`src/rtl/seq_shift_add_multiplier_if.sv`:
```
// Start/operand request and busy/done/product response bundle for the
// sequential shift-add multiplier.
interface seq_shift_add_multiplier_if #(
  parameter int unsigned N = 32
);
  logic           start;
  logic           abort;
  logic           signed_mode;
  logic [N-1:0]   multiplier;
  logic [N-1:0]   multiplicand;
  logic           busy;
  logic           done;
  logic [2*N-1:0] product;

  modport master (
    output start, abort, signed_mode, multiplier, multiplicand,
    input  busy, done, product
  );

  modport slave (
    input  start, abort, signed_mode, multiplier, multiplicand,
    output busy, done, product
  );
endinterface

```
`src/rtl/seq_shift_add_multiplier.sv`:
```
// Multi-cycle shift-add multiplier: one multiplier bit per clock, LSB first,
// signed operands handled as magnitudes with the sign applied on the last edge.
module seq_shift_add_multiplier #(
  parameter int unsigned N = 32
) (
  input  logic                       clk,
  input  logic                       rst_n,
  seq_shift_add_multiplier_if.slave  bus
);

  localparam int unsigned CNT_W = $clog2(N + 1);
  localparam int unsigned PW    = 2 * N;

  typedef enum logic {IDLE, RUN} state_e;

  state_e           state_q, state_d;
  logic [N:0]       acc_q, acc_d;
  logic [N-1:0]     mplr_q, mplr_d;
  logic [N-1:0]     mcand_q, mcand_d;
  logic [CNT_W-1:0] cnt_q, cnt_d;
  logic             neg_q, neg_d;
  logic             busy_q, busy_d;
  logic             done_q, done_d;
  logic [PW-1:0]    prod_q, prod_d;

  logic [N-1:0]     a_abs, b_abs;
  logic [N:0]       sum;
  logic [PW-1:0]    mag;
  logic             last;

  // Next-state, datapath step and output decode
  always_comb begin
    state_d = state_q;
    acc_d   = acc_q;
    mplr_d  = mplr_q;
    mcand_d = mcand_q;
    cnt_d   = cnt_q;
    neg_d   = neg_q;
    busy_d  = busy_q;
    done_d  = 1'b0;
    prod_d  = prod_q;

    // Most-negative input maps to 2^(N-1), which still fits in N bits
    a_abs = (bus.signed_mode && bus.multiplier[N-1])
          ? ({N{1'b0}} - bus.multiplier) : bus.multiplier;
    b_abs = (bus.signed_mode && bus.multiplicand[N-1])
          ? ({N{1'b0}} - bus.multiplicand) : bus.multiplicand;

    sum  = acc_q + {1'b0, (mplr_q[0] ? mcand_q : {N{1'b0}})};
    mag  = {sum, mplr_q[N-1:1]};
    last = (cnt_q == CNT_W'(N - 1));

    unique case (state_q)
      IDLE: begin
        if (bus.start) begin
          mplr_d  = a_abs;
          mcand_d = b_abs;
          acc_d   = '0;
          cnt_d   = '0;
          neg_d   = bus.signed_mode & (bus.multiplier[N-1] ^ bus.multiplicand[N-1]);
          busy_d  = 1'b1;
          state_d = RUN;
        end
      end
      RUN: begin
        if (bus.abort) begin
          busy_d  = 1'b0;
          state_d = IDLE;
        end else begin
          acc_d  = {1'b0, sum[N:1]};
          mplr_d = {sum[0], mplr_q[N-1:1]};
          cnt_d  = CNT_W'(cnt_q + 1'b1);
          if (last) begin
            prod_d  = neg_q ? ({PW{1'b0}} - mag) : mag;
            done_d  = 1'b1;
            busy_d  = 1'b0;
            state_d = IDLE;
          end
        end
      end
      default: begin
        busy_d  = 1'b0;
        state_d = IDLE;
      end
    endcase
  end

  always_ff @(posedge clk or negedge rst_n) begin
    if (!rst_n) begin
      state_q <= IDLE;
      acc_q   <= '0;
      mplr_q  <= '0;
      mcand_q <= '0;
      cnt_q   <= '0;
      neg_q   <= 1'b0;
      busy_q  <= 1'b0;
      done_q  <= 1'b0;
      prod_q  <= '0;
    end else begin
      state_q <= state_d;
      acc_q   <= acc_d;
      mplr_q  <= mplr_d;
      mcand_q <= mcand_d;
      cnt_q   <= cnt_d;
      neg_q   <= neg_d;
      busy_q  <= busy_d;
      done_q  <= done_d;
      prod_q  <= prod_d;
    end
  end

  assign bus.busy    = busy_q;
  assign bus.done    = done_q;
  assign bus.product = prod_q;

endmodule
```
`src/flat_wrapper.sv`:
```
// flat-port wrapper written by rule: the top's interface ports become plain ports
module seq_shift_add_multiplier_flat 
#(
  parameter int unsigned N = 32
)
  (clk, rst_n, bus_start, bus_abort, bus_signed_mode, bus_multiplier, bus_multiplicand, bus_busy, bus_done, bus_product);
  seq_shift_add_multiplier_if #(.N(N)) bus_i ();
  input  logic clk;
  input  logic rst_n;
  input wire logic [$bits(bus_i.start)-1:0] bus_start;
  input wire logic [$bits(bus_i.abort)-1:0] bus_abort;
  input wire logic [$bits(bus_i.signed_mode)-1:0] bus_signed_mode;
  input wire logic [$bits(bus_i.multiplier)-1:0] bus_multiplier;
  input wire logic [$bits(bus_i.multiplicand)-1:0] bus_multiplicand;
  output wire logic [$bits(bus_i.busy)-1:0] bus_busy;
  output wire logic [$bits(bus_i.done)-1:0] bus_done;
  output wire logic [$bits(bus_i.product)-1:0] bus_product;
  assign bus_i.start = bus_start;
  assign bus_i.abort = bus_abort;
  assign bus_i.signed_mode = bus_signed_mode;
  assign bus_i.multiplier = bus_multiplier;
  assign bus_i.multiplicand = bus_multiplicand;
  assign bus_busy = bus_i.busy;
  assign bus_done = bus_i.done;
  assign bus_product = bus_i.product;
  seq_shift_add_multiplier #(.N(N)) u_core (.clk(clk), .rst_n(rst_n), .bus(bus_i));
endmodule
```
`config.mk`:
```
export PLATFORM = sky130hd
export DESIGN_NAME = seq_shift_add_multiplier_flat
export DESIGN_NICKNAME = d
export VERILOG_FILES = /design/src/rtl/seq_shift_add_multiplier_if.sv /design/src/rtl/seq_shift_add_multiplier.sv /design/src/flat_wrapper.sv
export SDC_FILE = /design/constraint.sdc
export NUM_CORES = 1
export LEC_CHECK = 0
export BUFFER_PORTS_ARGS = -buffer_cell sky130_fd_sc_hd__clkbuf_2
export CORE_MARGIN = 3
export CORE_UTILIZATION = 35
export DETAILED_ROUTE_END_ITERATION = 10
export GPL_TIMING_DRIVEN = 0
export SYNTH_ARGS = -nofsm -noshare
export SYNTH_HDL_FRONTEND = slang
export SYNTH_SLANG_ARGS = --single-unit
```
`constraint.sdc`:
```
create_clock -name clk -period 4.95 [get_ports clk]
set_input_delay 0.495 -clock clk [delete_from_list [all_inputs] [get_ports clk]]
set_output_delay 0.495 -clock clk [all_outputs]
set_load 0.03 [all_outputs]
```
==> flow_summary.ini <==
[status]
status = complete, no violations

[global_route]
grt_overflow = 0
grt_max_degree = 110
grt_pass1_vias = 9371
grtUsageTotal_pct = 19.5
antenna_found_initial = 0
grt_pass1_wl_mm = 51.2

[timing]
hold_viol_final = 0
rsz0062_at_grt = false
fin_worst_skew_ps = 8.19
finalCriticalPeriod_ps = 4720
slew_viol_final = 0
setup_violations = 0
timing.final.crit_share_pct = 95.4
fmax_mhz = 212
timing.hold.ws_ps = 25.4
worstMarginPinSlew_ps = 1150
relSlewSlack_pct = 23.4
fin_ws_ps = 227

[place]
place_ws_ps = -89.4
io_buffers = 133
gp_congestion = 0.900
hpwl_mm = 25.0

[yosys]
async_reset_ff_share_pct = 100
syn_area_um2 = 10700
seq_area_frac_synth_pct = 39.7
yosysWarnings = 0
synth_ff_type = dfrtp_1
synth_seq_cells = 170
synth.avg_cell_area_um2 = 8.55
synth_cell_types = 63
syn_nets = 1360
synth_edf_count = 0
syn_inst = 1254

[worst_setup_path]
cpMaxStageDelayCell = or4_1
path_cells = and2_1 -> ha_1 -> fa_1 -> a211oi_4 -> o21ai_2 -> a211oi_2 -> o21bai_1 -> xor2_1 -> or4_1 -> or4_1 -> or2_4 -> o41ai_2 -> xor2_1 -> o21ai_1
critical_path_arrival_ps = 5030
critPathMaxStageDelay_ps = 580
crit_type = reg2reg
end_kind = flip-flop
cp.buffers_inverters = 0
cp-start-kind = flip-flop
cp_max_fo = 10
cp_top_family = simple AND/OR/NAND/NOR gates
cp.required_ps = 5250

[final_layout]
layout_common_cells = nand2_1 (187), dfrtp_1 (169), o21ai_0 (158)
final_nets = 1515
drive_gt1_share_pct = 13.4
antenna_cells = 0
layout_commonest_cell = nand2_1
syn2layout_area_growth_pct = 16.8

[clock_tree]
clockBufferDepth = 2
htreeDepth = 4
cts_tree = yes
cts.sinks = 170
clock_latency_ps = 430
clk_pin_slew_worst_paths_ps = 70
cts_root_buffer = clkbuf_16
hold_buffers = 0
cts_buffers = 17

[routing]
drtIter0Drc = 649
via_per_inst = 5.39
drc = 0
postRouteAntennaNets = 0
wl_mm = 32.4
via_count = 9774
dr.pass1.iters = 5
wire_per_inst_um = 17.9

[pwr]
power_density_nw_per_um2 = 451
swShare_pct = 42.0
share_comb_of_total_power_pct = 42.8
clkPwrFrac_pct = 23.5
p_switching_mw = 2.38
intPower_mw = 3.28
p_leak_nw = 5.51
power_frac_seq_pct = 33.7
peakVddDrop_mv = 0.266

[job]
maxCapViolations = 0

[die]
die_w_um = 181
coreArea_um2 = 29900
die_y_um = 181
die_area_um2 = 32800
start_util_pct = 35.9
rows = 63
io_pins = 135

[hold_path]
worstHoldPathType = in2async
worst paths after layout:
| path | from | end | slack [ps] | depth (start not counted) |
|---|---|---|---|---|
| worst max-delay path | u_core.mplr_q[0] | u_core.bus.product[63] | 230 | 14 |
| min in group clk | bus_abort | u_core.bus.busy | 330 | 2 |
| max in group asynchronous | rst_n | u_core.acc_q[28] | 3970 | 2 |
| worst max register to register | u_core.mplr_q[0] | u_core.bus.product[63] | 230 | 14 |
| worst min-delay path | rst_n | u_core.bus.product[25] | 30 | 1 |
| worst min register to register | u_core.bus.product[13] | u_core.bus.product[13] | 470 | 2 |
Yosys cell counts, types with 8 or more instances:
cell type	n	share of area [%]
nor2_1	67	2.3
nand3_1	14	0.65
dfrtp_1	170	40
o21ai_0	158	7.4
a31oi_1	10	0.58
clkbuf_1	60	2.1
a22o_1	20	1.6
nand4_1	9	0.53
and2_1	43	2.5
nand2b_1	9	0.53
ha_1	36	4.2
nor2b_1	10	0.58
o31ai_1	29	2.0
a21oi_1	90	4.2
nor3_1	23	1.1
o22ai_1	23	1.3
or4_1	8	0.56
nand2_1	187	6.5
xor2_1	83	6.8
inv_1	25	0.88
nor4_1	14	0.82
a21o_1	13	0.91
o41ai_1	11	0.90
xnor2_1	58	4.7
stage by stage:
stage | power (mW) | utilization (%) | std cells | setup TNS [ps] | area (um^2)
after CTS | 5.63 | 41.8 | 1810 | 0 | 12500
after global placement | 4.25 | 39.7 | 1777 | -139 | 11900
after global routing | 6.03 | 41.9 | 1812 | 0 | 12500
after detailed placement | 4.29 | 39.9 | 1778 | -127 | 11900
after floorplan | 3.56 | - | 1254 | 0 | 10700
final | 5.65 | 41.9 | 1812 | 0 | 12500
registers in the layout (all words and copies together) (netlist names):
signal and flops:
u_core.mplr_q 32, u_core.bus.done 1, u_core.neg_q 1, u_core.cnt_q 6, u_core.mcand_q 32, u_core.bus.busy 1
u_core.state_q 1, u_core.bus.product 64, u_core.acc_q 32
power groups by stage:
| stage | Sequential [mW] | Clock, mW | Combinational, mW |
|---|---|---|---|
| after floorplan | 1.83 | 0 | 1.72 |
| after global placement | 1.92 | 0 | 2.34 |
| after detailed placement | 1.92 | 0 | 2.37 |
| after CTS | 1.90 | 1.34 | 2.39 |
| after global routing | 1.94 | 1.41 | 2.68 |
| final | 1.91 | 1.33 | 2.42 |
cell families (layout without fill, tap and decap cells):
logic type | after synthesis | count (layout) | synth area share, %
flops | 170 | 170 | 39.7
xor+xnor | 141 | 141 | 11.5
compound gates | 406 | 406 | 23.0
mux | 3 | 3 | 0.280
buf+inv | 86 | 254 | 3.01
simple gates | 411 | 411 | 18.1
fa+ha+maj | 37 | 37 | 4.39
per-layer routing:
| metal | GRT usage (%) | share of wire (%) | vias to the layer above |
|---|---|---|---|
| met5 | 0 | 0 | - |
| met4 | 4.88 | 1.9 | 0 |
| met3 | 2.94 | 5.5 | 45 |
| met2 | 31.8 | 46 | 301 |
| met1 | 27.4 | 46 | 4644 |
| li1 | - | - | 4784 |
repair_timing:
action                     CTS  global route
setup endpoints to repair    3             9
cloned                       0             0
pin swaps                    2             2
gates resized for setup      2             4
setup buffers                1             2
layout make-up:
cell class              count  area [um^2]
fillers                  3073        17400
repair buffers            137          724
inverters                  25         93.8
multi-input cells         998         6160
plain buffers              60          226
clock inverters            12          113
flip-flops and latches    170         4260
clock buffers              20          457
well taps                 390          488
(Power assumes the default switching activity.)
